$ cat src/rtl/tcm_arbiter_pkg.sv
// Shared definitions for the two-port TCM arbiter: sequencer state encoding
// and the port indices used for ownership and round-robin history.
package tcm_arbiter_pkg;

  typedef enum logic {
    ST_IDLE = 1'b0,
    ST_RSP  = 1'b1
  } state_e;

  localparam logic PORT_IFU = 1'b0;
  localparam logic PORT_LSU = 1'b1;

endpackage

$ cat src/rtl/rr_arb2.sv
// Two-requester round-robin grant. Purely combinational; the caller owns the
// last-grant history and the enable that says a new command may issue.
module rr_arb2
  import tcm_arbiter_pkg::*;
(
  input  logic [1:0] req,
  input  logic       last_grant,
  input  logic       en,
  output logic [1:0] gnt
);

  always_comb begin
    gnt = 2'b00;
    if (en) begin
      case (req)
        2'b01:   gnt = 2'b01;
        2'b10:   gnt = 2'b10;
        // Contention: favour the port that did not win last time.
        2'b11:   gnt = (last_grant == PORT_LSU) ? 2'b01 : 2'b10;
        default: gnt = 2'b00;
      endcase
    end
  end

endmodule

$ cat src/rtl/tcm_arbiter.sv
// Two-port arbiter/sequencer for one single-port TCM SRAM with one command
// outstanding at a time and one response per command on the owning port.
module tcm_arbiter
  import tcm_arbiter_pkg::*;
#(
  parameter int AW     = 32,
  parameter int DW     = 32,
  parameter int MW     = 4,
  parameter int RAM_AW = 9
) (
  input  logic              clk,
  input  logic              rst,

  input  logic              m0_cmd_valid,
  output logic              m0_cmd_ready,
  input  logic              m0_cmd_read,
  input  logic [AW-1:0]     m0_cmd_addr,
  input  logic [DW-1:0]     m0_cmd_wdata,
  input  logic [MW-1:0]     m0_cmd_wmask,
  output logic              m0_rsp_valid,
  input  logic              m0_rsp_ready,
  output logic [DW-1:0]     m0_rsp_rdata,

  input  logic              m1_cmd_valid,
  output logic              m1_cmd_ready,
  input  logic              m1_cmd_read,
  input  logic [AW-1:0]     m1_cmd_addr,
  input  logic [DW-1:0]     m1_cmd_wdata,
  input  logic [MW-1:0]     m1_cmd_wmask,
  output logic              m1_rsp_valid,
  input  logic              m1_rsp_ready,
  output logic [DW-1:0]     m1_rsp_rdata,

  output logic [RAM_AW-1:0] ram_addr,
  output logic [DW-1:0]     ram_din,
  output logic              ram_we,
  output logic [MW-1:0]     ram_wem,
  input  logic [DW-1:0]     ram_dout
);

  state_e              r_state;
  logic                r_owner;
  logic                r_last_grant;
  logic                r_pend_read;
  logic [RAM_AW-1:0]   r_hold_addr;

  logic                w_rsp_active;
  logic                w_owner_ready;
  logic                w_rsp_fire;
  logic                w_issue_ok;
  logic [1:0]          w_gnt;
  logic                w_issue;
  logic                w_sel;
  logic                w_sel_read;
  logic [AW-1:0]       w_sel_addr;
  logic [DW-1:0]       w_sel_wdata;
  logic [MW-1:0]       w_sel_wmask;
  logic [RAM_AW-1:0]   w_word;
  logic                w_write;
  logic [DW-1:0]       w_rdata;

  assign w_rsp_active  = (r_state == ST_RSP);
  assign w_owner_ready = (r_owner == PORT_LSU) ? m1_rsp_ready : m0_rsp_ready;
  assign w_rsp_fire    = w_rsp_active & w_owner_ready;
  // Blocking issue under reset keeps the RAM write strobe low while rst is high.
  assign w_issue_ok    = ~rst & ((r_state == ST_IDLE) | w_rsp_fire);

  rr_arb2 u_rr_arb2 (
    .req        ({m1_cmd_valid, m0_cmd_valid}),
    .last_grant (r_last_grant),
    .en         (w_issue_ok),
    .gnt        (w_gnt)
  );

  assign w_issue     = |w_gnt;
  assign w_sel       = w_gnt[1];
  assign w_sel_read  = w_sel ? m1_cmd_read  : m0_cmd_read;
  assign w_sel_addr  = w_sel ? m1_cmd_addr  : m0_cmd_addr;
  assign w_sel_wdata = w_sel ? m1_cmd_wdata : m0_cmd_wdata;
  assign w_sel_wmask = w_sel ? m1_cmd_wmask : m0_cmd_wmask;
  assign w_word      = w_sel_addr[RAM_AW+1:2];
  assign w_write     = w_issue & ~w_sel_read;

  logic w_unused;
  assign w_unused = &{1'b0, w_sel_addr[AW-1:RAM_AW+2], w_sel_addr[1:0]};

  assign m0_cmd_ready = w_gnt[0];
  assign m1_cmd_ready = w_gnt[1];

  // Idle cycles re-present the last read address so ram_dout stays put.
  assign ram_addr = w_issue ? w_word : r_hold_addr;
  assign ram_we   = w_write;
  assign ram_wem  = w_write ? w_sel_wmask : '0;
  assign ram_din  = w_sel_wdata;

  assign w_rdata      = r_pend_read ? ram_dout : '0;
  assign m0_rsp_valid = w_rsp_active & (r_owner == PORT_IFU);
  assign m1_rsp_valid = w_rsp_active & (r_owner == PORT_LSU);
  assign m0_rsp_rdata = m0_rsp_valid ? w_rdata : '0;
  assign m1_rsp_rdata = m1_rsp_valid ? w_rdata : '0;

  always_ff @(posedge clk or posedge rst) begin
    if (rst) begin
      r_state      <= ST_IDLE;
      r_owner      <= PORT_IFU;
      r_last_grant <= PORT_LSU;
      r_pend_read  <= 1'b0;
      r_hold_addr  <= '0;
    end else if (w_issue) begin
      r_state      <= ST_RSP;
      r_owner      <= w_sel;
      r_last_grant <= w_sel;
      r_pend_read  <= w_sel_read;
      if (w_sel_read) begin
        r_hold_addr <= w_word;
      end
    end else if (w_rsp_fire) begin
      r_state <= ST_IDLE;
    end
  end

endmodule

$ cat config.mk
export PLATFORM = sky130hd
export DESIGN_NAME = tcm_arbiter
export DESIGN_NICKNAME = d
export VERILOG_FILES = /design/src/rtl/tcm_arbiter_pkg.sv /design/src/rtl/rr_arb2.sv /design/src/rtl/tcm_arbiter.sv
export SDC_FILE = /design/constraint.sdc
export NUM_CORES = 1
export LEC_CHECK = 0
export ABC_AREA = 1
export BUFFER_PORTS_ARGS = -buffer_cell sky130_fd_sc_hd__buf_2
export CORE_AREA = 2 2 113 115
export CTS_CLUSTER_DIAMETER = 50
export DETAILED_ROUTE_END_ITERATION = 6
export DIE_AREA = 0 0 115 117
export SYNTH_ARGS = -nofsm -noshare
export SYNTH_HDL_FRONTEND = slang
export SYNTH_HIERARCHICAL = 1
export SYNTH_SLANG_ARGS = --single-unit
export TNS_END_PERCENT = 5
$ cat constraint.sdc
create_clock -name clk -period 3.1 [get_ports clk]
set_input_delay 0.93 -clock clk [delete_from_list [all_inputs] [get_ports clk]]
set_output_delay 0.93 -clock clk [all_outputs]
set_load 0.02 [all_outputs]
======== Yosys cells after proc, flatten, opt, wreduce, memory -nomap -nowiden ========
Index checks and enable logic that the tools add are counted.
Widths: inputs -> output; s select.
storage, ports and cells
  bits of input ports ..................... 176
  register bits after elaboration ......... 13
  word-level logic and storage cells ...... 36
  output and inout bits ................... 114
cells by class
  multiplexer cells ....................... 15
  reductions and logical operators ........ 3
  bitwise operators ....................... 10
  eq/ne operators ......................... 3
operators by type and width
  cell                count
  $mux 32             4
  $mux 11             1
  $mux 9              1
  $mux 4              2
  $pmux 2 s3          1
  $and 1x1->1         5
  $eq 2x2->1 const B  2
  $mux 1              4
  $mux 2              2
  $not 1->1           4
  $eq 2x1->1 const B  1
  $reduce_and 2->1    1
  $reduce_bool 2->1   1
  $reduce_or 2->1     1
  $or 1x1->1          1

======== Logic depth before layout (Yosys ltp) ========
Gate-level depths: netlist of run 1.
  depth in word-level cells ............... 9
  mapped depth ............................ 13
  depth with buffers taken out ............ 13

======== Hierarchy ========
The synthesis of run 1 kept the hierarchy.
modules (own cells, without submodules)
  module       times used  cells each  area an instance (µm²)  seq. area each (µm²)
  tcm_arbiter  1           349         1808.0                  326.6
  rr_arb2      1           5           21.3                    0.0

======== Least setup slack after synthesis of run 1 ========
Ideal clock, no wire load.
  kind .................................... input-to-output
  from .................................... in m1_rsp_ready
  to ...................................... out ram_wem[0]
  arrival time ............................ 2.571 ns
  setup slack ............................. -0.401 ns
  stages on the path ...................... 11
  buffers on the path ..................... 1
  data required time ...................... 2.170 ns
  path through ............................ inv_1 > nand2_1 > o21ai_0 > nor2_1 > nand2_1 > a21oi_1 > nor2_2 > inv_2 > buf_6 > nand3_2 > nor2_1
on the way
  cells in the longest elaborated chain, start to end .. 9
  elaborated cells on any way between the ends .. 11
  those cells by class .................... mux: 5; bitwise: 5; reduce/logical: 1
RTL lines
  item                    line               text
  start: declaration      tcm_arbiter.sv:31  input logic m1_rsp_ready,
  $mux 1 *                tcm_arbiter.sv:63  assign w_owner_ready = (r_owner == PORT_LSU) ? m1_rsp_ready : m0_rsp_ready;
  $and 1x1->1 *           tcm_arbiter.sv:64  assign w_rsp_fire = w_rsp_active & w_owner_ready;
  $or 1x1->1 *            tcm_arbiter.sv:66  assign w_issue_ok = ~rst & ((r_state == ST_IDLE) | w_rsp_fire);
  $and 1x1->1 *           tcm_arbiter.sv:66
  named net w_issue_ok    tcm_arbiter.sv:50  logic w_issue_ok;
  $mux 2 *                rr_arb2.sv:14      if (en) begin
  named net m1_cmd_ready  tcm_arbiter.sv:25  output logic m1_cmd_ready,
  $mux 1                  tcm_arbiter.sv:77  assign w_sel_read = w_sel ? m1_cmd_read : m0_cmd_read;
  $not 1->1               tcm_arbiter.sv:82  assign w_write = w_issue & ~w_sel_read;
  $and 1x1->1             tcm_arbiter.sv:82
  $mux 4 *                tcm_arbiter.sv:93  assign ram_wem = w_write ? w_sel_wmask : '0;
  end: declaration        tcm_arbiter.sv:37  output logic [MW-1:0] ram_wem,
Mark *: on every way through the listed nets, which the timed path passes. The rest lies on a longest branch.

======== Worst setup path in the final report of run 1 ========
  from .................................... in m0_rsp_ready
  to ...................................... out ram_addr[0]
on the way
  cells in the longest elaborated chain, start to end .. 7
  elaborated cells on any way between the ends .. 8
  those cells by class .................... mux: 4; bitwise: 3; reduce/logical: 1
RTL lines
  item                                               line                                  text
  start: declaration                                 tcm_arbiter.sv:21                     input logic m0_rsp_ready,
  $mux 1 *                                           tcm_arbiter.sv:63
  $and 1x1->1 *                                      tcm_arbiter.sv:64
  $or 1x1->1 *                                       tcm_arbiter.sv:66
  $and 1x1->1 *                                      tcm_arbiter.sv:66
  named net w_issue_ok                               tcm_arbiter.sv:50
  $mux 2 *                                           rr_arb2.sv:14
  $mux 11 / $reduce_or 2->1 (equally long branches)  tcm_arbiter.sv:78, tcm_arbiter.sv:75
  $mux 9 *                                           tcm_arbiter.sv:91                     assign ram_addr = w_issue ? w_word : r_hold_addr;
  end: declaration                                   tcm_arbiter.sv:34                     output logic [RAM_AW-1:0] ram_addr,
Marks and branches as above.

==> flow_metrics.py, run 1 <==
metrics = {
    "worst_hold_path": {
        "hold_depth": 2,
        "min_path_type": "reg -> reg",
    },
    "place": {
        "place_inst": 750,
        "place_ws_ns": -0.378,
        "numPortBuffers": 243,
        "dpl.hpwl_microns": 6590,
        "gp_congestion": 0.720,
    },
    "sta": {
        "relSlewSlack": 0.653,
        "drv_slew": 0,
        "skew_ns": 0.000946,
        "hold_viol_final": 0,
        "rsz0062_at_grt": "true",
        "fin_crit_ns": 3.28,
        "fin_ws_ns": -0.178,
        "finalSetupViolCount": 22,
        "fmax_mhz": 305,
        "holdWs_ns": 0.466,
        "period_share": 1.06,
        "worst_slew_pin_slew_ns": 0.520,
    },
    "synthesis": {
        "synth_nets": 530,
        "yosys_warnings": 6,
        "yosysSeqAreaShare": 0.179,
        "netlist_area_sq_um": 1830,
        "yosys_register_bits": 13,
        "synthCells": 354,
        "postSynthAreaPerCell_sq_um": 5.17,
        "yosysUniqueCellTypes": 22,
    },
    "floorplanning": {
        "io_pins": 290,
        "dieArea_sq_um": 13500,
        "fp.dieH_microns": 117,
        "rows": 41,
        "core_sq_um": 12300,
        "die_w_microns": 115,
        "start_util": 0.149,
    },
    "drt": {
        "ant_nets": 0,
        "first_iter_violations": 56,
        "drt-total-wl_microns": 8440,
        "routed-via-count": 3158,
        "routedWlPerCell_microns": 10.8,
        "first_pass_iters": 4,
        "drc_errors": 0,
        "avgViaCountPerCell": 4.04,
    },
    "worst_setup_path": {
        "cp_max_fo": 8,
        "endpoint_kind": "primary output",
        "required_ns": 2.17,
        "reg2reg_slack_ns": 0.38,
        "cp.arrival_ns": 2.35,
        "crit_path_start_kind": "primary input",
        "criticalPathCategory": "in -> out",
        "rr_worst_depth": 22,
    },
    "grt": {
        "grtUsageTotal": 0.108,
        "grt_pass1_vias": 2586,
        "grt_first_pass_wirelength_microns": 11800,
        "grt-ovfl-total": 0,
        "antenna_found_initial": 1,
        "grt_max_degree": 35,
    },
    "clock_tree": {
        "tritoncts.num_buffers": 3,
        "clk_pin_slew_ns": 0.04,
        "root_buffer": "clkbuf_16",
        "cts_buffer_depth": 2,
        "clkSinkCount": 13,
        "h-tree-depth": 1,
        "clock_latency_ns": 0.24,
        "cts_tree": "done",
    },
    "cells_and_area": {
        "antenna_cells": 0,
        "final_common_cell": "buf_2",
        "num-nets-final": 808,
        "final_cell_mix": "199 x buf_2, 163 x nand2_1, 64 x nor3_1",
        "final_layout_size_suffix_gt1_frac": 0.536,
        "stdcell_count": 781,
        "num-fill-cells": 1363,
        "syn_to_final_growth_pct": 126,
        "fin_util": 0.335,
    },
    "pwr": {
        "p_leak_nw": 2.55,
        "p_per_area_nw_per_um2": 632,
        "irDropWorstVdd_mv": 0.290,
        "p_total_mw": 2.61,
    },
    "status": {
        "violations": "setup timing",
        "status": "finished, violations left",
    },
    "job": {
        "cap_violations": 0,
    },
}
## per-stage QoR
step	instance area, sq um	TNS (ns)
finish	4130	-2.31
global route	4130	-5.31
detailed placement	3390	-11.68
global placement	3390	-10.54
floorplan	1880	0
CTS	4010	-3.67
## registers in the layout, summed over array words and instances (netlist names)
signal        flops
r_last_grant      1
r_state           1
r_owner           1
r_pend_read       1
r_hold_addr       9
## layout make-up
type	instances	area [sq um]	share of cell area
Sequential cell	13	327	0.0791
Multi-Input combinational cell	273	1300	0.314
Clock buffer	4	78.8	0.0191
Timing Repair Buffer	299	2070	0.502
Tap cell	150	188	0.0455
Inverter	42	165	0.0400
## logic make-up after synthesis
family          Yosys count  share of synthesized area
compound gates           10                     0.0342
flops                    13                      0.179
simple gates            263                      0.618
buf+inv                  68                      0.170
## synthesized netlist by cell type
library cell,n,area (sq um)
o21ai_0,2,10.0
buf_2,19,95.1
nand2_1,172,646
buf_6,2,22.5
a21oi_1,2,10.0
dfrtp_1,12,300
nor2_2,1,6.26
buf_12,1,20.0
nor3_1,64,320
nand3_1,9,45.0
buf_1,3,11.3
clkbuf_1,1,3.75
nand3_2,1,10.0
nor2_1,5,18.8
inv_1,40,150
nand2_4,3,33.8
inv_2,2,7.51
o21ai_1,1,5.00
o211ai_1,1,7.51
a21boi_0,4,30.0
nand2_2,8,50.1
dfstp_2,1,26.3
## power by group
part	switching, mW	internal [mW]	leakage [nW]	total (mW)
sequential	0.0439	0.255	0.159	0.299
combinational	1.17	0.898	2.35	2.07
clock	0.0683	0.173	0.0382	0.241
## repair_timing
| item | in CTS | in global routing |
|---|---|---|
| cloned | 1 | 0 |
| buffers inserted | 27 | 2 |
| setup endpoints to repair | 47 | 48 |
| hold buffers | 0 | 0 |
| resized for setup | 87 | 39 |
| pin swaps | 22 | 11 |
## path summary, 6_finish.rpt
check                                  to           start
setup / recovery              ram_addr[0]    m0_rsp_ready
hold / removal             r_hold_addr[5]  r_hold_addr[5]
setup reg to reg                  r_state         r_state
hold reg to reg            r_hold_addr[5]  r_hold_addr[5]
max in group asynchronous    r_last_grant             rst
min in group asynchronous         r_owner             rst
## worst max-delay path, stage by stage
cell,delay [ns]
buf_2,0.12
o21ai_4,0.17
nor2_4,0.05
nand2_2,0.08
a21oi_4,0.04
buf_12,0.13
buf_6,0.11
nor2_4,0.13
inv_4,0.06
buf_12,0.12
buf_12,0.13
nand2_1,0.06
nand2_1,0.07
buf_6,0.14
## per-layer routing
metal	up-vias	wire length, microns	track usage
met3	2	886	0.0232
li1	1647	-	-
met4	0	28	0.00964
met1	1335	3290	0.120
met2	174	4240	0.218
met5	-	0	0
(Power assumes the default switching activity.)
==> run 2: changes to the inputs <==
- ABC_AREA: 1 -> 0
- CORE_AREA: 2 2 113 115 -> 2 2 112 114
- DIE_AREA: 0 0 115 117 -> 0 0 114 116
==> flow_metrics.py, run 2 <==
metrics = {
    "cells_and_area": {
        "stdcell_count": 654,
        "final_cell_mix": "221 x buf_2, 64 x nor2_1, 41 x nand2_1",
        "fin_util": 0.323,
        "final_common_cell": "buf_2",
        "antenna_cells": 0,
        "multi_input_area_sq_um": 1490,
        "final_layout_size_suffix_gt1_frac": 0.645,
        "largest_reg_flops": 9,
        "num-fill-cells": 1278,
        "syn_to_final_growth_pct": 114,
        "regArea_sq_um": 327,
        "num-nets-final": 684,
        "design_area_sq_um": 3850,
        "top_register": "r_hold_addr",
    },
    "clock_tree": {
        "tritoncts.num_buffers": 3,
        "h-tree-depth": 1,
        "cts_tree": "done",
        "clkSinkCount": 13,
        "cts_buffer_depth": 2,
        "hold_buffers": 0,
        "root_buffer": "clkbuf_16",
        "clock_latency_ns": 0.24,
        "clk_pin_slew_ns": 0.05,
    },
    "place": {
        "gp_congestion": 0.843,
        "place_inst": 638,
        "placed_area_sq_um": 3290,
        "dpl.hpwl_microns": 7660,
        "numPortBuffers": 243,
    },
    "worst_setup_path": {
        "reg2reg_slack_ns": 0.94,
        "cp_max_fo": 6,
        "max_stage_delay_ns": 0.35,
        "rr_worst_depth": 9,
        "required_ns": 2.17,
        "criticalPathCategory": "in -> out",
        "cp.arrival_ns": 2.41,
        "timing.rr.end": "r_hold_addr[8]",
        "reg2reg_from": "r_owner",
        "cpMaxStageDelayCell": "or3b_1",
        "cp_cell_sequence": "buf_6 > mux2i_4 > a21oi_2 > nand2_2 > a21oi_4 > buf_6 > buf_6 > or3b_1 > buf_6 > a21oi_4 > buf_6",
        "crit_top_cell": "buf_6",
        "crit_path_start_kind": "primary input",
        "endpoint_kind": "primary output",
    },
    "drt": {
        "drt-total-wl_microns": 9410,
        "routed-via-count": 2741,
        "first_iter_violations": 63,
        "routedWlPerCell_microns": 14.4,
        "drc_errors": 0,
        "first_pass_iters": 4,
        "avgViaCountPerCell": 4.19,
        "ant_nets": 0,
    },
    "grt": {
        "grt.busiest_layer": "met2",
        "grt_max_degree": 34,
        "grt_pass1_vias": 2565,
        "use_met2": 0.270,
        "use_met3": 0.0241,
        "grt-ovfl-total": 0,
        "antenna_found_initial": 1,
        "met1_usage": 0.144,
        "grt_first_pass_wirelength_microns": 13500,
        "grtUsageTotal": 0.132,
    },
    "floorplanning": {
        "die_w_microns": 114,
        "core_sq_um": 11900,
        "dieArea_sq_um": 13200,
        "fp.dieH_microns": 116,
        "start_util": 0.151,
        "rows": 40,
        "io_pins": 290,
    },
    "synthesis": {
        "synth_edf_count": 0,
        "async_flop_share": 1.00,
        "netlist_area_sq_um": 1800,
        "yosysUniqueCellTypes": 23,
        "synth_ff_type": "dfrtp_1",
        "yosys_register_bits": 13,
        "postSynthAreaPerCell_sq_um": 6.91,
        "yosys_warnings": 6,
        "synthTopCellsByCount": "64 x nor2_1, 45 x nand2_1, 32 x mux2_2",
        "post-synth-top-area-cell": "mux2_2",
        "synth_nets": 436,
        "netlist.area_leader.share": 0.201,
        "synth.area.top_cells": "mux2_2 20%, dfrtp_1 17%, nor2_1 13%, nand2_1 9.4%, mux2i_1 7.8%",
        "synth.most_common_cell": "nor2_1",
        "yosysSeqAreaShare": 0.182,
        "synthCells": 260,
    },
    "sta": {
        "timing.setup.tns_ns": -6.42,
        "worst_slew_pin_slew_ns": 1.06,
        "hold_viol_final": 0,
        "fin_crit_ns": 3.34,
        "drv_slew": 0,
        "skew_ns": 0.00198,
        "fin_ws_ns": -0.244,
        "relSlewSlack": 0.292,
        "rsz0062_at_grt": "true",
        "period_share": 1.08,
        "finalSetupViolCount": 46,
        "fmax_mhz": 299,
    },
    "worst_hold_path": {
        "min_path_type": "reg -> reg",
        "min_from": "r_last_grant",
        "hold_depth": 1,
        "min_to": "r_last_grant",
    },
    "job": {
        "cap_violations": 0,
    },
    "pwr": {
        "irDropWorstVdd_mv": 0.398,
        "p_leak_nw": 2.12,
        "p_per_area_nw_per_um2": 627,
        "p_total_mw": 2.41,
    },
    "status": {
        "status": "finished, violations left",
        "violations": "setup timing",
    },
}
## run 2: cell count changes after synthesis, sizes merged, moves of 6 or more
cell | before | now
nor3 | 64 | 0
buf | 25 | 16
mux2 | 0 | 32
mux2i | 0 | 14
a221oi | 0 | 9
nand2 | 183 | 45
nand3 | 10 | 0
nor2 | 6 | 64
nor4bb | 0 | 9
clkbuf | 1 | 10
o21ai | 3 | 9
inv | 42 | 14
a21oi | 2 | 16
## run 2: per-layer routing
metal	up-vias	wire length [microns]
met2	163	5040
li1	1365	-
met5	-	0
met3	6	712
met1	1207	3590
met4	0	72
## run 2: area by class of cell
type,count,share of cell area
tap,147,0.0478
multi-input combinational,207,0.387
clock buffer,3,0.0195
clock inverter,1,0.00130
inverter,14,0.0137
sequential,13,0.0849
timing repair buffer,269,0.446
## run 2: repair_timing
item / 4_1_cts / 5_1_grt
gates resized for setup: 71 / 8
pin swaps: 2 / 7
setup endpoints to repair: 47 / 47
cloned: 3 / 0
setup buffers: 8 / 2
hold endpoints to repair: 0 / 0
## run 2: cell families (layout without fill, tap and decap cells)
group | count (synthesis) | after routing | share of synthesized area
buf+inv | 40 | 287 | 0.102
flops | 13 | 13 | 0.182
mux | 46 | 46 | 0.279
compound gates | 38 | 38 | 0.132
simple gates | 123 | 123 | 0.305
## run 2: stage by stage
step                setup WS [ns]  hold WS, ns
floorplan                 -0.0951        0.506
global placement           -0.353        0.532
detailed placement         -0.357        0.538
CTS                        -0.309        0.545
global route               -0.296        0.555
finish                     -0.244        0.541
## run 2: worst max-delay path, delay by kind of cell
kind                   cells  cell delay (ns)
AO/OA/AOI/OAI              3             0.25
buffers and inverters      5             0.62
multiplexers               1             0.16
AND/OR/NAND/NOR            2             0.44
## run 2: worst max-delay path by stage
| stage | from | end | slack [ns] | depth (start not counted) |
|---|---|---|---|---|
| global route | m0_rsp_ready | ram_wem[0] | -0.30 | 11 |
| detailed placement | m1_rsp_ready | ram_din[3] | -0.36 | 8 |
| global placement | m1_rsp_ready | ram_wem[1] | -0.35 | 9 |
| finish | m0_rsp_ready | ram_wem[1] | -0.24 | 11 |
| CTS | m1_rsp_ready | ram_din[10] | -0.31 | 10 |
| floorplan | m1_rsp_ready | ram_wem[0] | -0.1 | 7 |
## run 2: power breakdown
part	switching, mW	leakage, nW	internal [mW]
logic	1.01	1.93	0.768
registers	0.127	0.143	0.260
clock network	0.0707	0.0409	0.171
